## src/rtl/mux_pkg.sv

```systemverilog
// -----------------------------------------------------------------------------
// mux_pkg
// Shared definitions for the mux_nto1_scan block:
//   - mux_mode_e : operating mode (manual select or automatic scan)
//   - reset constants for the single-bit registered outputs and the mode state
//   - mux_clog2  : elaboration-time ceil(log2(n)), floored at 1 bit
// -----------------------------------------------------------------------------
package mux_pkg;

    typedef enum logic {
        MODE_MANUAL = 1'b0,
        MODE_SCAN   = 1'b1
    } mux_mode_e;

    localparam logic      RST_VALID = 1'b0;
    localparam logic      RST_PULSE = 1'b0;
    localparam mux_mode_e RST_MODE  = MODE_MANUAL;

    // Select width for n channels; never narrower than one bit.
    function automatic int mux_clog2(input int n);
        int r;
        int v;
        r = 0;
        v = 1;
        for (int i = 0; i < 32; i++) begin
            if (v < n) begin
                v = v * 2;
                r = r + 1;
            end else begin
                v = v;
            end
        end
        return (r < 1) ? 1 : r;
    endfunction

endpackage

```

## src/rtl/mux_next_sel.sv

```systemverilog
// -----------------------------------------------------------------------------
// mux_next_sel
// Combinational round-robin finder. Returns the lowest enabled channel index
// strictly above the current select; if none exists it wraps to the lowest
// enabled index overall (which is the current channel itself when it is the
// only one enabled).
// Ports:
//   cur_sel_i  [SEL_W]     current channel select
//   ch_en_i    [CH_COUNT]  channel enable mask
//   next_sel_o [SEL_W]     next enabled channel (holds cur_sel_i if none)
//   any_en_o               at least one channel is enabled
// -----------------------------------------------------------------------------
module mux_next_sel
    import mux_pkg::*;
#(
    parameter  int CH_COUNT = 4,
    localparam int SEL_W    = mux_clog2(CH_COUNT)
) (
    input  logic [SEL_W-1:0]    cur_sel_i,
    input  logic [CH_COUNT-1:0] ch_en_i,
    output logic [SEL_W-1:0]    next_sel_o,
    output logic                any_en_o
);

    logic [SEL_W-1:0] above_sel_s;
    logic [SEL_W-1:0] wrap_sel_s;
    logic             above_found_s;

    // Descending walk so the lowest qualifying index is the last one written.
    always_comb begin
        above_sel_s   = cur_sel_i;
        wrap_sel_s    = cur_sel_i;
        above_found_s = 1'b0;
        for (int k = CH_COUNT - 1; k >= 0; k--) begin
            if (ch_en_i[k]) begin
                wrap_sel_s = SEL_W'(k);
                if (k > int'(cur_sel_i)) begin
                    above_sel_s   = SEL_W'(k);
                    above_found_s = 1'b1;
                end else begin
                    above_found_s = above_found_s;
                end
            end else begin
                wrap_sel_s = wrap_sel_s;
            end
        end
        next_sel_o = above_found_s ? above_sel_s : wrap_sel_s;
        any_en_o   = |ch_en_i;
    end

endmodule

```

## src/rtl/mux_nto1_scan.sv

```systemverilog
// -----------------------------------------------------------------------------
// mux_nto1_scan
// N-channel, W-bit registered multiplexer with per-channel enable mask and an
// optional automatic scan mode that steps through enabled channels, holding
// each for a programmable dwell time.
//
// Build option: define MUX_SCAN_EN to include the scan state, dwell counter and
// next-channel logic. Without it the block is manual-select only: mode and
// dwell are ignored and switch_pulse is tied low.
//
// Ports:
//   clk           rising-edge clock
//   rst_n         asynchronous active-low reset
//   ch_in         channel data, channel k at [k*DATA_W +: DATA_W]
//   ch_en         channel enable mask
//   mode          0 = manual, 1 = scan
//   sel_in        manual channel select
//   dwell         scan dwell in cycles (0 behaves as 1)
//   mux_out       registered selected data (0 when not valid)
//   sel_out       channel currently driving mux_out
//   out_valid     mux_out comes from an in-range, enabled channel
//   switch_pulse  one-cycle pulse in the cycle a new scan channel first appears
// -----------------------------------------------------------------------------
module mux_nto1_scan
    import mux_pkg::*;
#(
    parameter  int CH_COUNT = 4,
    parameter  int DATA_W   = 8,
    parameter  int DWELL_W  = 8,
    localparam int SEL_W    = mux_clog2(CH_COUNT)
) (
    input  logic                       clk,
    input  logic                       rst_n,
    input  logic [CH_COUNT*DATA_W-1:0] ch_in,
    input  logic [CH_COUNT-1:0]        ch_en,
    input  logic                       mode,
    input  logic [SEL_W-1:0]           sel_in,
    input  logic [DWELL_W-1:0]         dwell,
    output logic [DATA_W-1:0]          mux_out,
    output logic [SEL_W-1:0]           sel_out,
    output logic                       out_valid,
    output logic                       switch_pulse
);

    // Data of channel sel, or zero when sel is out of range.
    function automatic logic [DATA_W-1:0] pick_data(
        input logic [CH_COUNT*DATA_W-1:0] bus,
        input logic [SEL_W-1:0]           sel
    );
        logic [DATA_W-1:0] r;
        r = {DATA_W{1'b0}};
        for (int k = 0; k < CH_COUNT; k++) begin
            if (int'(sel) == k) begin
                r = bus[k*DATA_W +: DATA_W];
            end else begin
                r = r;
            end
        end
        return r;
    endfunction

    // True when sel names an existing channel whose enable bit is set.
    function automatic logic chan_enabled(
        input logic [CH_COUNT-1:0] en,
        input logic [SEL_W-1:0]    sel
    );
        logic r;
        r = 1'b0;
        for (int k = 0; k < CH_COUNT; k++) begin
            if (int'(sel) == k) begin
                r = en[k];
            end else begin
                r = r;
            end
        end
        return r;
    endfunction

    logic [DATA_W-1:0] data_q;
    logic [DATA_W-1:0] data_d;
    logic [SEL_W-1:0]  sel_q;
    logic [SEL_W-1:0]  sel_d;
    logic              valid_q;
    logic              valid_d;

`ifdef MUX_SCAN_EN
    logic              pulse_q;
    logic              pulse_d;
    logic [DWELL_W-1:0] cnt_q;
    logic [DWELL_W-1:0] cnt_d;
    mux_mode_e         state_q;
    mux_mode_e         state_d;
    logic [DWELL_W-1:0] cnt_base_s;
    logic [DWELL_W-1:0] dwell_last_s;
    logic [SEL_W-1:0]  next_sel_s;
    logic              any_en_s;

    mux_next_sel #(
        .CH_COUNT (CH_COUNT)
    ) u_next_sel (
        .cur_sel_i  (sel_q),
        .ch_en_i    (ch_en),
        .next_sel_o (next_sel_s),
        .any_en_o   (any_en_s)
    );

    // Last count value of a dwell period; a dwell of 0 behaves as 1.
    always_comb begin
        if (dwell == {DWELL_W{1'b0}}) begin
            dwell_last_s = {DWELL_W{1'b0}};
        end else begin
            dwell_last_s = dwell - {{(DWELL_W-1){1'b0}}, 1'b1};
        end
    end
`else
    logic unused_scan_s;
    assign unused_scan_s = ^{mode, dwell};
`endif

    // Next-state for select, valid, pulse and dwell counter; data follows select.
    always_comb begin
        sel_d   = sel_in;
        valid_d = chan_enabled(ch_en, sel_in);
`ifdef MUX_SCAN_EN
        pulse_d    = 1'b0;
        cnt_d      = {DWELL_W{1'b0}};
        state_d    = mux_mode_e'(mode);
        // Counting restarts from zero on the first scan cycle after manual.
        cnt_base_s = (state_q == MODE_SCAN) ? cnt_q : {DWELL_W{1'b0}};
        if (state_d == MODE_SCAN) begin
            if (!any_en_s) begin
                sel_d   = sel_q;
                valid_d = 1'b0;
            end else if (!chan_enabled(ch_en, sel_q) || (cnt_base_s >= dwell_last_s)) begin
                // Dwell expired, or current channel dropped out of the mask.
                sel_d   = next_sel_s;
                valid_d = 1'b1;
                pulse_d = 1'b1;
            end else begin
                sel_d   = sel_q;
                valid_d = 1'b1;
                cnt_d   = cnt_base_s + {{(DWELL_W-1){1'b0}}, 1'b1};
            end
        end else begin
            cnt_d = {DWELL_W{1'b0}};
        end
`endif
        if (valid_d) begin
            data_d = pick_data(ch_in, sel_d);
        end else begin
            data_d = {DATA_W{1'b0}};
        end
    end

    // Output registers shared by both builds.
    always_ff @(posedge clk or negedge rst_n) begin
        if (!rst_n) begin
            data_q  <= {DATA_W{1'b0}};
            sel_q   <= {SEL_W{1'b0}};
            valid_q <= RST_VALID;
        end else begin
            data_q  <= data_d;
            sel_q   <= sel_d;
            valid_q <= valid_d;
        end
    end

`ifdef MUX_SCAN_EN
    // Scan state, dwell counter and switch pulse.
    always_ff @(posedge clk or negedge rst_n) begin
        if (!rst_n) begin
            state_q <= RST_MODE;
            cnt_q   <= {DWELL_W{1'b0}};
            pulse_q <= RST_PULSE;
        end else begin
            state_q <= state_d;
            cnt_q   <= cnt_d;
            pulse_q <= pulse_d;
        end
    end

    assign switch_pulse = pulse_q;
`else
    assign switch_pulse = 1'b0;
`endif

    assign mux_out   = data_q;
    assign sel_out   = sel_q;
    assign out_valid = valid_q;

endmodule

```

## config.mk

```make
export PLATFORM = sky130hd
export DESIGN_NAME = mux_nto1_scan
export DESIGN_NICKNAME = d
export VERILOG_FILES = /design/src/rtl/mux_pkg.sv /design/src/rtl/mux_next_sel.sv /design/src/rtl/mux_nto1_scan.sv
export SDC_FILE = /design/constraint.sdc
export NUM_CORES = 1
export LEC_CHECK = 0
export ABC_AREA = 1
export CAP_MARGIN = 10
export CORE_AREA = 4 4 54 56
export CTS_BUF_LIST = sky130_fd_sc_hd__clkbuf_4 sky130_fd_sc_hd__clkbuf_8 sky130_fd_sc_hd__clkbuf_16
export DETAILED_ROUTE_END_ITERATION = 8
export DIE_AREA = 0 0 58 60
export PLACE_DENSITY = 0.75
export SYNTH_ARGS = -nofsm -noshare
export SYNTH_HDL_FRONTEND = slang
export SYNTH_SLANG_ARGS = --single-unit
```

## constraint.sdc

```tcl
create_clock -name clk -period 0.8 [get_ports clk]
set_input_delay 0.12 -clock clk [delete_from_list [all_inputs] [get_ports clk]]
set_output_delay 0.12 -clock clk [all_outputs]
set_load 0.01 [all_outputs]
```

==> reports/qor.txt, run 1 <==
Final hold violations: 0
Fin nets: 214
FF+latch count, synth: 11
CTS clk-pin slew, worst paths: 0.06 ns
Critical Path AT: 0.75 ns
Placer congestion estimate: 0.785
Final HPWL DP: 1.97 mm
Synth top area cells: dfrtp_1, nand2_1, nand3_1, inv_1, o21ai_1
Fin crit share: 109%
Largest net degree at the start of global routing: 12
Post-Syn Nets: 151
CP required: 0.68 ns
Layout filler cell count: 218
Cts bufs inserted: 3
CTS tree: yes
Antenna diodes: 0
Core Region: 0.00243 mm^2
Min Clock Period, post-route: 0.870 ns
# rows: 18
Post-CTS Hold Fix Bufs: 0
# Max-Cap Violations: 0
Final Instance Count excl. Fillers: 194
H-tree depth: 1
Leading area contributor after synthesis: dfrtp_1
Crit Path Max Fanout: 1
Buf+Inv Stages, Crit Path: 1
Post-Route WL: 2.65 mm
Commonest non-fill, non-tap cell in the layout: nand2_1
Crit start category: flip-flop
Antenna violations before repair: 0
Outcome: complete, but fails checks
Drt pass-1 iters: 4
Vias: 896
Post-Syn Area per Cell: 7.00 um^2
Die area: 0.00348 mm^2
CTS root buffer: clkbuf_4
Hold WS: 0.161 ns
Drt drc: 0
Max incr delay on CP: 0.36 ns
Slowest stage cell, crit path: dfrtp_1
Synth Instances: 102
Die Wd: 58 um
Number of buffers added on ports: 50
Failing checks: negative setup slack
Endpoint type of the worst setup path: output port
Max VDD drop: 0.730 mV
Initial Utilization: 29.4%
Pre-CTS setup slack: -0.615 ns
DRT antenna net count: 0
Most frequent cells in the layout: nand2_1, clkdlybuf4s50_1, inv_1, buf_2
Vias in the first global route: 897
Share of cells above drive strength 1: 29.3%
Synth warn: 0
Clock buffer depth: 2
Die H: 60 um
Boundary pin count: 61
Synthesized area: 714 um^2
Gr usage total: 14.8%
Worst Setup Path Type: flip-flop to output port
Routed WL per cell: 13.7 um
Detailed Route Iter0 Violations: 17
Finish-stage setup viols: 12
Sequential area share after synthesis: 38.5%
Critical path, cell by cell: buf_2
First-pass GRT wire length: 3.94 mm
PD cells: 1130 mW/mm^2
Leakage power: 0.816 nW
Unique cell type count in the Yosys netlist: 19
Grt total ovfl: 0
DR vias/cell: 4.62
Fmax: 1150 MHz
Slew Viols, Final: 0
Clock sink total: 11
Final WS setup: -0.0703 ns
Finished Core Util: 57.7%
RSZ-0062 raised after global routing: yes
Placed cells: 187
Hold WC Path Type: primary input to async pin
Top-area cell type share of the netlist area: 38.5%
Family with the most delay on the worst path: flip-flops
Area grow syn2layout: 96.3%
-- state kept, by name (all words and copies together) (netlist names) --
signal,count
sel_out,2
out_valid,1
mux_out,8
-- cell usage after synthesis --
cell	count
dfrtp_1	11
or2_1	4
nand2_2	1
buf_2	1
o21ai_1	6
conb_1	1
or2_0	3
inv_1	13
inv_2	3
nor2_1	5
nor2_2	1
buf_6	2
nand3_2	1
nand4_2	1
nand2_1	28
buf_4	1
o21ai_0	2
nand3_1	15
nand3b_1	3
-- how the worst max path moves through the flow --
stage	startpoint	endpoint	slack, ns	cells past startpoint
after floorplan	sel_in[0]	mux_out[4]	0.01	5
after global placement	sel_in[0]	mux_out[0]	-0.57	7
after detailed placement	sel_in[0]	mux_out[1]	-0.61	7
after CTS	mux_out[1]	mux_out[1]	-0.08	1
after global routing	mux_out[6]	mux_out[6]	-0.1	1
final	mux_out[1]	mux_out[1]	-0.07	1
-- timing repair --
item	in CTS	in global routing
gates resized for setup	64	23
setup buffers	2	0
setup endpoints to repair	20	19
pin swaps	11	22
cloned	1	0
-- power breakdown --
| group | switching [W] | leakage (nW) | internal [W] |
|---|---|---|---|
| Combinational | 0.000269 | 0.658 | 0.000322 |
| Sequential | 0.00000959 | 0.140 | 0.000603 |
| Clock | 0.000160 | 0.0184 | 0.000226 |
| Total | 0.000439 | 0.816 | 0.00115 |
-- through the flow --
stage / TNS [ns] / total power [W] / area (um^2)
3_5_place_dp: -7.21 / 0.00120 / 1290
4_1_cts: -0.799 / 0.00157 / 1330
3_3_place_gp: -6.81 / 0.00119 / 1290
6_report: -0.740 / 0.00159 / 1400
5_1_grt: -1.02 / 0.00167 / 1400
2_1_floorplan: 0 / 0.000841 / 726
-- layer usage --
layer | vias up | global-route usage [%] | share of wire, %
met2 | 38 | 28.7 | 53
met5 | - | 0 | 0
met1 | 414 | 15.6 | 38
li1 | 438 | - | -
met3 | 6 | 2.38 | 7.5
met4 | 0 | 6.62 | 1.8
-- logic make-up (layout without fill, tap and decap cells) --
logic type,count (synthesis),in the layout,synth area share (%)
AO/OA/AOI/OAI,8,8,5.60
buffers and inverters,20,82,13.3
flip-flops,11,11,38.5
other,1,1,0.525
AND/OR/NAND/NOR,62,62,42.0
-- cell type report --
class	count	area (um^2)	share of cell area [%]
tap	30	37.5	2.68
clock buffer	4	30.0	2.14
multi-input combinational	71	423	30.2
inverter	16	62.6	4.46
timing repair buffer	62	574	40.9
sequential	11	275	19.6
Note: power is estimated with default switching activity, not from simulation.
==> inputs of run 2 (changes only) <==
--- a/config.mk
+++ b/config.mk
@@ -12,6 +12,7 @@
 export DETAILED_ROUTE_END_ITERATION = 8
 export DIE_AREA = 0 0 58 60
 export PLACE_DENSITY = 0.75
+export SLEW_MARGIN = 20
 export SYNTH_ARGS = -nofsm -noshare
 export SYNTH_HDL_FRONTEND = slang
 export SYNTH_SLANG_ARGS = --single-unit
==> results of run 2 <==
Same layout as run 1: the final DEF is identical, and so are final timing and power.
